--- config.mk ---
export PLATFORM = sky130hd
export DESIGN_NAME = gcd_arbiter
export DESIGN_NICKNAME = d
export VERILOG_FILES = /design/src/rtl/gcd_arbiter.sv
export SDC_FILE = /design/constraint.sdc
export NUM_CORES = 1
export LEC_CHECK = 0
export CAP_MARGIN = 20
export CORE_ASPECT_RATIO = 1.75
export CORE_UTILIZATION = 45
export DETAILED_ROUTE_END_ITERATION = 10
export GPL_ROUTABILITY_DRIVEN = 0
export PLACE_DENSITY = 0.81
export SLEW_MARGIN = 5
export SYNTH_ARGS = -nofsm -noshare
export SYNTH_HDL_FRONTEND = slang
export SYNTH_SLANG_ARGS = --single-unit
--- constraint.sdc ---
create_clock -name clk -period 2.6 [get_ports clk]
set_input_delay 0.39 -clock clk [delete_from_list [all_inputs] [get_ports clk]]
set_output_delay 0.39 -clock clk [all_outputs]
set_load 0.03 [all_outputs]
--- src/rtl/gcd_arbiter.sv ---
// Round-robin front end that shares one GCD machine between NREQ requesters,
// with zero-operand bypass and a per-operation timeout.
module gcd_arbiter #(
  parameter int NREQ  = 4,
  parameter int WIDTH = 8,
  parameter int TMO   = 1023
) (
  input  logic                    clk,
  input  logic                    rst,
  input  logic [NREQ-1:0]         req,
  input  logic [NREQ*WIDTH-1:0]   a_in,
  input  logic [NREQ*WIDTH-1:0]   b_in,
  output logic [NREQ-1:0]         req_ack,
  output logic                    gcd_go,
  output logic [WIDTH-1:0]        gcd_a,
  output logic [WIDTH-1:0]        gcd_b,
  input  logic                    gcd_done,
  input  logic [WIDTH-1:0]        gcd_result,
  output logic [NREQ-1:0]         rsp_valid,
  output logic [WIDTH-1:0]        rsp_data,
  output logic                    rsp_err,
  output logic                    busy
);

  localparam int IW = (NREQ > 1) ? $clog2(NREQ) : 1;
  localparam int CW = $clog2(TMO + 1);

  typedef enum logic [2:0] {
    S_IDLE, S_LAUNCH, S_WAIT_LO, S_WAIT_HI, S_RESP
  } state_t;

  state_t                      r_state, w_nxt;
  logic [IW-1:0]               r_last, r_idx, w_win, w_idx;
  logic                        w_found, w_tmo, w_hit, w_zero;
  logic [CW-1:0]               r_cnt;
  logic [NREQ-1:0][WIDTH-1:0]  w_a, w_b;
  logic [NREQ-1:0]             r_req_ack, r_rsp_valid;
  logic                        r_gcd_go, r_rsp_err, r_busy;
  logic [WIDTH-1:0]            r_gcd_a, r_gcd_b, r_rsp_data;

  assign w_a = a_in;
  assign w_b = b_in;

  // Search starts one past the last winner so every requester gets a turn.
  always_comb begin
    w_found = 1'b0;
    w_win   = r_last;
    w_idx   = '0;
    for (int k = 1; k <= NREQ; k++) begin
      w_idx = IW'((int'(r_last) + k) % NREQ);
      if (!w_found && req[w_idx]) begin
        w_found = 1'b1;
        w_win   = w_idx;
      end
    end
  end

  assign w_zero = (r_gcd_a == '0) || (r_gcd_b == '0);
  assign w_hit  = (r_cnt >= CW'(TMO - 1));

  always_comb begin
    w_nxt = r_state;
    w_tmo = 1'b0;
    case (r_state)
      S_IDLE:    if (w_found && gcd_done) w_nxt = S_LAUNCH;
      S_LAUNCH:  w_nxt = w_zero ? S_RESP : S_WAIT_LO;
      S_WAIT_LO: begin
        if (w_hit) begin
          w_nxt = S_RESP;
          w_tmo = 1'b1;
        end else if (!gcd_done) begin
          w_nxt = S_WAIT_HI;
        end
      end
      // A result arriving on the last allowed cycle still wins over the abort.
      S_WAIT_HI: begin
        if (gcd_done) begin
          w_nxt = S_RESP;
        end else if (w_hit) begin
          w_nxt = S_RESP;
          w_tmo = 1'b1;
        end
      end
      S_RESP:    w_nxt = S_IDLE;
      default:   w_nxt = S_IDLE;
    endcase
  end

  always_ff @(posedge clk or negedge rst) begin
    if (!rst) begin
      r_state     <= S_IDLE;
      r_last      <= IW'(NREQ - 1);
      r_idx       <= '0;
      r_cnt       <= '0;
      r_req_ack   <= '0;
      r_gcd_go    <= 1'b0;
      r_gcd_a     <= '0;
      r_gcd_b     <= '0;
      r_rsp_valid <= '0;
      r_rsp_data  <= '0;
      r_rsp_err   <= 1'b0;
      r_busy      <= 1'b0;
    end else begin
      r_state     <= w_nxt;
      r_req_ack   <= '0;
      r_gcd_go    <= 1'b0;
      r_rsp_valid <= '0;
      r_rsp_err   <= 1'b0;
      r_busy      <= (w_nxt != S_IDLE);
      if (r_state == S_IDLE && w_nxt == S_LAUNCH) begin
        r_idx     <= w_win;
        r_last    <= w_win;
        r_gcd_a   <= w_a[w_win];
        r_gcd_b   <= w_b[w_win];
        r_req_ack <= NREQ'(1) << w_win;
        r_gcd_go  <= (w_a[w_win] != '0) && (w_b[w_win] != '0);
      end
      if (r_state == S_LAUNCH) begin
        r_cnt <= '0;
        if (w_zero) r_rsp_data <= r_gcd_a | r_gcd_b;
      end
      if (r_state == S_WAIT_LO || r_state == S_WAIT_HI) r_cnt <= r_cnt + CW'(1);
      if (w_tmo) begin
        r_rsp_data <= '0;
        r_rsp_err  <= 1'b1;
      end else if (r_state == S_WAIT_HI && gcd_done) begin
        r_rsp_data <= gcd_result;
      end
      if (w_nxt == S_RESP) r_rsp_valid <= NREQ'(1) << r_idx;
    end
  end

  assign req_ack   = r_req_ack;
  assign gcd_go    = r_gcd_go;
  assign gcd_a     = r_gcd_a;
  assign gcd_b     = r_gcd_b;
  assign rsp_valid = r_rsp_valid;
  assign rsp_data  = r_rsp_data;
  assign rsp_err   = r_rsp_err;
  assign busy      = r_busy;

endmodule

Word-level counts from Yosys, hierarchy flattened --
Index checks and enable logic that the tools add are counted. Widths: inputs -> output; s select.
Storage, ports and cells: register bits 52, input port bits 79, logic and storage cells 93
Operators by class: add/sub/neg operators 5, magnitude comparators 6, equal/unequal tests 5, shifts and indexed selects 2, muxes and demuxes 40, bitwise gates (word level) 1, reductions and logical operators 22
Operators by type and width (count):
- $mux 8 | 6
- $bmux 8 s2 | 2
- $mux 10 | 2
- $mux 3 | 6
- $logic_not 8->1 | 2
- $reduce_bool 8->1 | 2
- $lt 2x3->1 const B | 5
- $mux 1 | 12
- $pmux 3 s4 | 1
- $add 10x1->10 const B | 1
- $ge 10x10->1 const B | 1
- $reduce_bool 3->1 | 3
- $bmux 1 s2 | 4
- $mux 2 | 4
- $mux 4 | 2
- $or 8x8->8 | 1
- $shl 1x2->4 const A | 2
- $logic_and 1x1->1 | 7
- $eq 3x1->1 const B | 2
- $eq 3x2->1 const B | 2
- $add 2x1->2 const B | 2
- $add 2x2->2 const B | 2
- $eq 3x3->1 const B | 1
- $logic_not 1->1 | 3
- other kinds (5) | 6

Logic depth before layout (Yosys ltp) --
Gate-level depths: netlist of the first run.
word-level depth 19, depth in mapped cells 9, gate-level depth less buffers 7

Worst setup path after synthesis of the first run --
Ideal clock, no wire load.
path kind reg-to-reg, start point reg r_last[1], end point reg r_gcd_go (netlist: gcd_go), library setup time 0.138 ns, arrival time 2.033 ns, data required time 2.462 ns, path slack 0.429 ns, stages on the path, launching flop included 10, buffers on the path 3, period minus slack after synthesis 2.171 ns, cells stage by stage dfstp_2 buf_6 mux2_4 o221a_1 buf_6 buf_6 mux2i_1 mux2i_1 nor4_1 a211oi_1
Between the ends: cells in the longest elaborated chain, start to end 19
RTL lines:
- start, declared | RTL line 33 | logic [IW-1:0] r_last, r_idx, w_win, w_idx;
- start signal, assigned | RTL line 92 | r_last <= IW'(NREQ - 1);
- start signal, assigned | RTL line 112 | r_last <= w_win;
- $add 2x1->2 | RTL line 50 | w_idx = IW'((int'(r_last) + k) % NREQ);
- $bmux 1 s2 | RTL line 51 | if (!w_found && req[w_idx]) begin
- $mux 1 (not written as such) | RTL line 51
- $mux 1 | RTL line 51
- $logic_not 1->1 | RTL line 51
- $logic_and 1x1->1 | RTL line 51
- $mux 1 | RTL line 51
- $logic_not 1->1 | RTL line 51
- (+3 left out)
- $logic_and 1x1->1 | RTL line 51
- $mux 1 | RTL line 51
- $logic_and 1x1->1 | RTL line 65 | S_IDLE: if (w_found && gcd_done) w_nxt = S_LAUNCH;
- $mux 3 | RTL line 65
- $pmux 3 s4 | RTL line 64 | case (r_state)
- $eq 3x1->1 | RTL line 110 | if (r_state == S_IDLE && w_nxt == S_LAUNCH) begin
- $logic_and 1x1->1 | RTL line 110
- $mux 1 * | RTL line 110
- end signal, assigned | RTL line 116 | r_gcd_go <= (w_a[w_win] != '0) && (w_b[w_win] != '0);
- end, declared | RTL line 38 | logic r_gcd_go, r_rsp_err, r_busy;
Every way passes the cells marked *; elsewhere a longest branch is shown, timed or not. The select of a mux whose other input is x is not followed. A chain may end at the register's enable or synchronous reset.

Final worst setup path of the first run --
Ends and elaborated chain as after synthesis.

==> impl_metrics.toml, run 1 <==
[status]
outcome = "finished clean"

[power]
power-per-cell-area_nw_per_um2 = 1070
irDropWorstVdd_v = 0.000560
leak_pwr_nw = 1.93
design_power_w = 0.00480

[setup_path]
required_ns = 2.76
crit_path_max_incr_delay_ns = 0.64
path_depth = 7
crit_family = "multiplexers"
timing.critical_path.from_type = "register"
critical_path.max_fanout = 12
timing.critical_path.to_type = "register"
path_common_cell = "mux2i_1"
endpoint = "gcd_go$_DFF_PN0_"
worstSetupStartpoint = "r_last[1]$_DFFE_PN1P_"
reg2reg_to = "gcd_go$_DFF_PN0_"
crit_path_top_delay_cell = "dfstp_2"
crit_chain = "mux2_4 -> o221a_2 -> mux2i_1 -> mux2i_1 -> nor4_1 -> buf_4 -> a211oi_1"
r2r_start = "r_last[1]$_DFFE_PN1P_"
start_to_end_type_of_the_worst_setup_path = "reg2reg"
cp_num_buf_inv = 1
worstRegToRegCells = 7
critical_path_arrival_ns = 2.71
rrSetupSlack_ns = 0.05

[sta]
worst_pin_slew_ns = 0.842
max_freq_ghz = 0.393
hold_fails_final_rpt = 0
number_of_failing_setup_endpoints_in_the_final_timing_report = 0
finalCritPeriodShare_pct = 97.9
finalCriticalPeriod_ns = 2.55
totalNegativeSetupSlack_ns = 0
final_clock_skew_ns = 0.00402
max-slew-margin-rel_pct = 43.9
rsz0062_at_grt = "false"
slew_violations = 0

[cts]
number_of_h_tree_levels = 2
buffer_depth_of_the_longest_clock_path = 2
tritoncts.num_buffers = 5
cts.reportedPaths.clkPinSlew_ns = 0.06
cts_hold_repair.buffers = 0
cts_root_buffer = "clkbuf_16"
tritoncts = "built"
cts_num_sinks = 52
worst_skew_pair.late_latency_ns = 0.29

[floorplanning]
placement_rows = 39
die_h_um = 110
core_area_um2 = 6490
die_w_um = 63.9
design.die.area_um2 = 7050
floorplan.io_pins = 114
initial_core_util_pct = 46.5

[route]
detail_route.wl_per_cell_um = 16.9
final_antenna_net_count = 0
total_wirelength_um = 8570
detail_route.iter0.violations = 128
first_pass_iters = 4
route.detailed.vias_per_inst = 5.69
drt_drc_violations_left = 0
vias = 2880

[yosys]
ys_warn_count = 0
synth_nets = 379
yosysTopAreaCell = "dfrtp_1"
synth_enable_flop_cells = 0
ys_top_cells_by_count = "dfrtp_1 (50), mux2i_1 (26), nor2_1 (22)"
syn_inst = 298
prevailing_post_synth_register_cell = "dfrtp_1"
mappedNetlistArea_um2 = 3020
synth_largest_type_area_fraction_pct = 41.5
post-synth-top-count-cell = "dfrtp_1"
synth-seq-area-share_pct = 43.2
async_flop_share_pct = 100
synth_cell_types = 46
ys_top_cells_by_area = "dfrtp_1 (41%), mux2i_1 (8.6%), a221oi_1 (4.6%), a21boi_0 (4.0%), mux2_2 (3.0%)"
avgSynthCellArea_um2 = 10.1
synth-seq-cells = 52

[grt]
grt_pass1_vias = 2911
first_pass_grt_wire_length_um = 13800
largest_net_degree_at_the_start_of_global_routing = 40
grt_util_met2_pct = 49.4
globalRoute.busiestLayer = "met2"
grt_antenna_before_repair = 0
global_route.usage.met3_pct = 7.00
globalRoute.totalOverflow = 0
globalRouteTotalUtil_pct = 25.9
globalRouteMet1Util_pct = 24.9

[cells_and_area]
multiInputGateArea_um2 = 1590
final_cells = 506
area.sequential_um2 = 1300
antenna-diode-count = 0
drive_gt1_share_pct = 12.3
fillCellCount = 507
postLayoutCellArea_um2 = 4480
area_grow_syn2layout_pct = 48.5
final_util_pct = 69.0
net_count_reported_at_finish = 504

[placement]
io_buffers = 113
hpwlAfterDp_um = 6830
area_after_dpl_um2 = 4260
numPlacedInstances = 493

[hold_path]
hold_path_class = "in2async"

[job]
number_of_maximum_capacitance_constraint_violations = 0
-- metal layers --
layer / routed length (µm) / vias to the layer above
li1: - / 1374
met1: 2940 / 1361
met2: 4750 / 123
met3: 596 / 22
met4: 282 / 0
met5: 0 / -
-- sequential cells by signal, indices dropped and copies added (netlist names) --
name	flops
r_state	3
rsp_data	8
busy	1
gcd_a	8
r_last	2
rsp_err	1
r_cnt	10
rsp_valid	4
req_ack	4
r_idx	2
gcd_b	8
gcd_go	1
-- cell type report --
class / count / area share (%)
clock buffers: 8 / 3.27
inverters: 8 / 0.671
multi-input cells: 221 / 35.5
flip-flops and latches: 52 / 29.1
well taps: 82 / 2.29
repair buffers: 135 / 29.1
-- cells by family (layout without fill, tap and decap cells) --
family,after synthesis,in the layout,synth area share [%]
flops,52,52,43.2
fa+ha+maj,2,2,0.830
simple gates,88,88,14.4
mux,36,36,12.6
buf+inv,25,151,4.61
compound gates,95,95,24.3
-- power by group --
| part | switching, W | total [W] | leakage, nW | internal, W |
|---|---|---|---|---|
| logic | 0.00143 | 0.00268 | 1.20 | 0.00125 |
| clock network | 0.000274 | 0.000659 | 0.0712 | 0.000384 |
| registers | 0.000338 | 0.00146 | 0.659 | 0.00112 |
-- metrics by stage --
stage	worst slack [ns]	hold WS (ns)
finish	0.0538	0.199
global route	0.00413	0.281
CTS	0.0332	0.236
detailed placement	-0.272	0.485
global placement	-0.162	0.476
floorplan	0.429	0.0944
-- timing repair --
action                                 CTS  global route
setup buffers                            5             0
pin swaps                                1             0
endpoints found under the hold margin    0             0
setup endpoints to repair                1             1
resized for setup                        0             4
-- how the worst min path moves through the flow --
stage	to	slack, ns	cells after the start
final	r_cnt[3]$_DFFE_PN0P_	0.20	1
after global routing	r_cnt[9]$_DFFE_PN0P_	0.28	1
after CTS	r_cnt[9]$_DFFE_PN0P_	0.24	1
after detailed placement	rsp_valid[1]$_DFF_PN0_	0.48	1
after global placement	r_cnt[8]$_DFFE_PN0P_	0.48	1
after floorplan	busy$_DFF_PN0_	0.09	0
-- placed cells by master (no fill, tap or decap), drive strengths merged, types with 2 or more instances in the layout --
| cell type | count |
|---|---|
| or2 | 3 |
| mux2 | 10 |
| a21boi | 16 |
| and3 | 3 |
| dfrtp | 50 |
| a22o | 4 |
| buf | 23 |
| o21a | 6 |
| clkdlybuf4s50 | 112 |
| ha | 2 |
| nand2 | 20 |
| a221oi | 16 |
| nor2 | 22 |
| or3 | 2 |
| nand3 | 9 |
| nor3 | 12 |
| nor3b | 3 |
| o22ai | 4 |
| dfstp | 2 |
| or4 | 2 |
| mux2i | 26 |
| a21oi | 13 |
| a211o | 8 |
| o31ai | 4 |
| o21ai | 10 |
| clkbuf | 8 |
| a21o | 9 |
| nor4 | 6 |
| inv | 7 |
No activity file was read; power rests on OpenSTA's default activity.
==> run 2: changes to the inputs <==
- MAX_ROUTING_LAYER: unset -> met4
==> run 2 against run 1 <==
Effect of this change:
- non-clock buffer count stayed put
- sequential power hardly changed
- wire length rose by 0.41%
- cell count stayed put
- largest cell class unchanged
- highest routed layer unchanged
==> impl_metrics.toml, run 2 (synthesis results as in run 1) <==
[setup_path]
critical_path.max_fanout = 12
crit_family = "multiplexers"
cp_num_buf_inv = 1
crit_chain = "mux2_4 -> o221a_2 -> mux2i_1 -> mux2i_1 -> nor4_1 -> buf_4 -> a211oi_1"
timing.critical_path.from_type = "register"
required_ns = 2.76
crit_path_top_delay_cell = "dfstp_2"
crit_path_max_incr_delay_ns = 0.63
path_common_cell = "mux2i_1"
start_to_end_type_of_the_worst_setup_path = "reg2reg"
timing.critical_path.to_type = "register"
critical_path_arrival_ns = 2.70

[placement]
numPlacedInstances = 493
io_buffers = 113
hpwlAfterDp_um = 6830
dpl_worst_slack_ns = -0.272

[grt]
grt_antenna_before_repair = 0
grt_pass1_vias = 2913
globalRouteMet1Util_pct = 25.3
global_route.usage.met3_pct = 6.17
globalRoute.totalOverflow = 0
largest_net_degree_at_the_start_of_global_routing = 40
grt_util_met2_pct = 49.5
globalRouteTotalUtil_pct = 26.5
first_pass_grt_wire_length_um = 13700
globalRoute.busiestLayer = "met2"

[cts]
cts_num_sinks = 52
number_of_h_tree_levels = 2
cts_root_buffer = "clkbuf_16"
tritoncts.num_buffers = 5
buffer_depth_of_the_longest_clock_path = 2
tritoncts = "built"
worst_skew_pair.late_latency_ns = 0.29
cts.reportedPaths.clkPinSlew_ns = 0.06

[sta]
finalCritPeriodShare_pct = 97.5
worst_pin_slew_ns = 0.841
max_freq_ghz = 0.394
rsz0062_at_grt = "false"
final_critical_path_setup_slack_ns = 0.0643
finalCriticalPeriod_ns = 2.54
max-slew-margin-rel_pct = 43.9
hold_fails_final_rpt = 0
totalNegativeSetupSlack_ns = 0
slew_violations = 0
final_clock_skew_ns = 0.00451
number_of_failing_setup_endpoints_in_the_final_timing_report = 0

[cells_and_area]
area_grow_syn2layout_pct = 48.5
most_flops_register = "r_cnt"
final_util_pct = 69.0
antenna-diode-count = 0
final_cells = 506
multiInputGateArea_um2 = 1590
area.sequential_um2 = 1300
layout_commonest_cell = "clkdlybuf4s50_1"
drive_gt1_share_pct = 12.3
mostFrequentLayoutCells = "clkdlybuf4s50_1 (112), dfrtp_1 (50), mux2i_1 (26)"
fillCellCount = 507
largest_register_ff_count = 10
net_count_reported_at_finish = 504

[route]
detail_route.wl_per_cell_um = 17.0
drt_drc_violations_left = 0
route.detailed.vias_per_inst = 5.73
vias = 2900
final_antenna_net_count = 0
total_wirelength_um = 8600
first_pass_iters = 4
detail_route.iter0.violations = 128

[floorplanning]
design.die.area_um2 = 7050
die_h_um = 110
die_w_um = 63.9
floorplan.io_pins = 114
placement_rows = 39
initial_core_util_pct = 46.5
core_area_um2 = 6490

[power]
combPwrFrac_pct = 55.9
p_switching_w = 0.00204
design_power_w = 0.00480
irDropWorstVdd_v = 0.000564
internal_power_w = 0.00276
seqPwrFrac_pct = 30.4
share_clk_of_total_power_pct = 13.7
leak_pwr_nw = 1.93
swShare_pct = 42.5
power-per-cell-area_nw_per_um2 = 1070

[status]
outcome = "finished clean"

[job]
number_of_maximum_capacitance_constraint_violations = 0

[hold_path]
hold_path_class = "in2async"
[run 2: cell counts in the layout (fill, tap and decap cells not counted)]
Identical to the previous run, type by type.
[run 2: repair_timing]
item | CTS | global route
setup endpoints to repair | 1 | 1
pin swaps | 1 | 0
resized for setup | 0 | 4
hold buffers | 0 | 0
setup buffers | 5 | 0
[run 2: cell type report]
type,instances,share of cell area [%]
Timing Repair Buffer,135,29.1
Clock buffer,8,3.27
Inverter,8,0.671
Multi-Input combinational cell,221,35.5
Sequential cell,52,29.1
Tap cell,82,2.29
[run 2: power groups by stage]
stage               Sequential (W)  Combinational (W)  Clock, W
floorplan                  0.00176            0.00133         0
global route               0.00150            0.00287  0.000708
finish                     0.00146            0.00268  0.000659
global placement           0.00145            0.00251         0
CTS                        0.00146            0.00265  0.000667
detailed placement         0.00147            0.00255         0
[run 2: per-layer routing]
| metal | part of all wire, % | wire length, µm |
|---|---|---|
| met1 | 35 | 2970 |
| met2 | 56 | 4780 |
| met3 | 6.6 | 565 |
| met4 | 3.3 | 284 |
| met5 | 0 | 0 |
[run 2: worst paths after layout]
path                                       start                endpoint  slack (ns)  depth (start not counted)
setup / recovery           r_last[1]$_DFFE_PN1P_        gcd_go$_DFF_PN0_        0.06                          7
hold reg to reg             r_idx[1]$_DFFE_PN0P_  rsp_valid[1]$_DFF_PN0_        0.49                          1
min in group clk            r_idx[1]$_DFFE_PN0P_  rsp_valid[1]$_DFF_PN0_        0.49                          1
setup reg to reg           r_last[1]$_DFFE_PN1P_        gcd_go$_DFF_PN0_        0.06                          7
hold / removal                               rst    r_cnt[9]$_DFFE_PN0P_        0.20                          1
max in group asynchronous                    rst    gcd_b[1]$_DFFE_PN0P_        1.69                          2
[run 2: through the flow]
| step | hold WS [ns] | cell area, µm² |
|---|---|---|
| floorplan | 0.0944 | 3020 |
| global placement | 0.476 | 4260 |
| detailed placement | 0.485 | 4260 |
| CTS | 0.236 | 4460 |
| global route | 0.276 | 4480 |
| finish | 0.201 | 4480 |
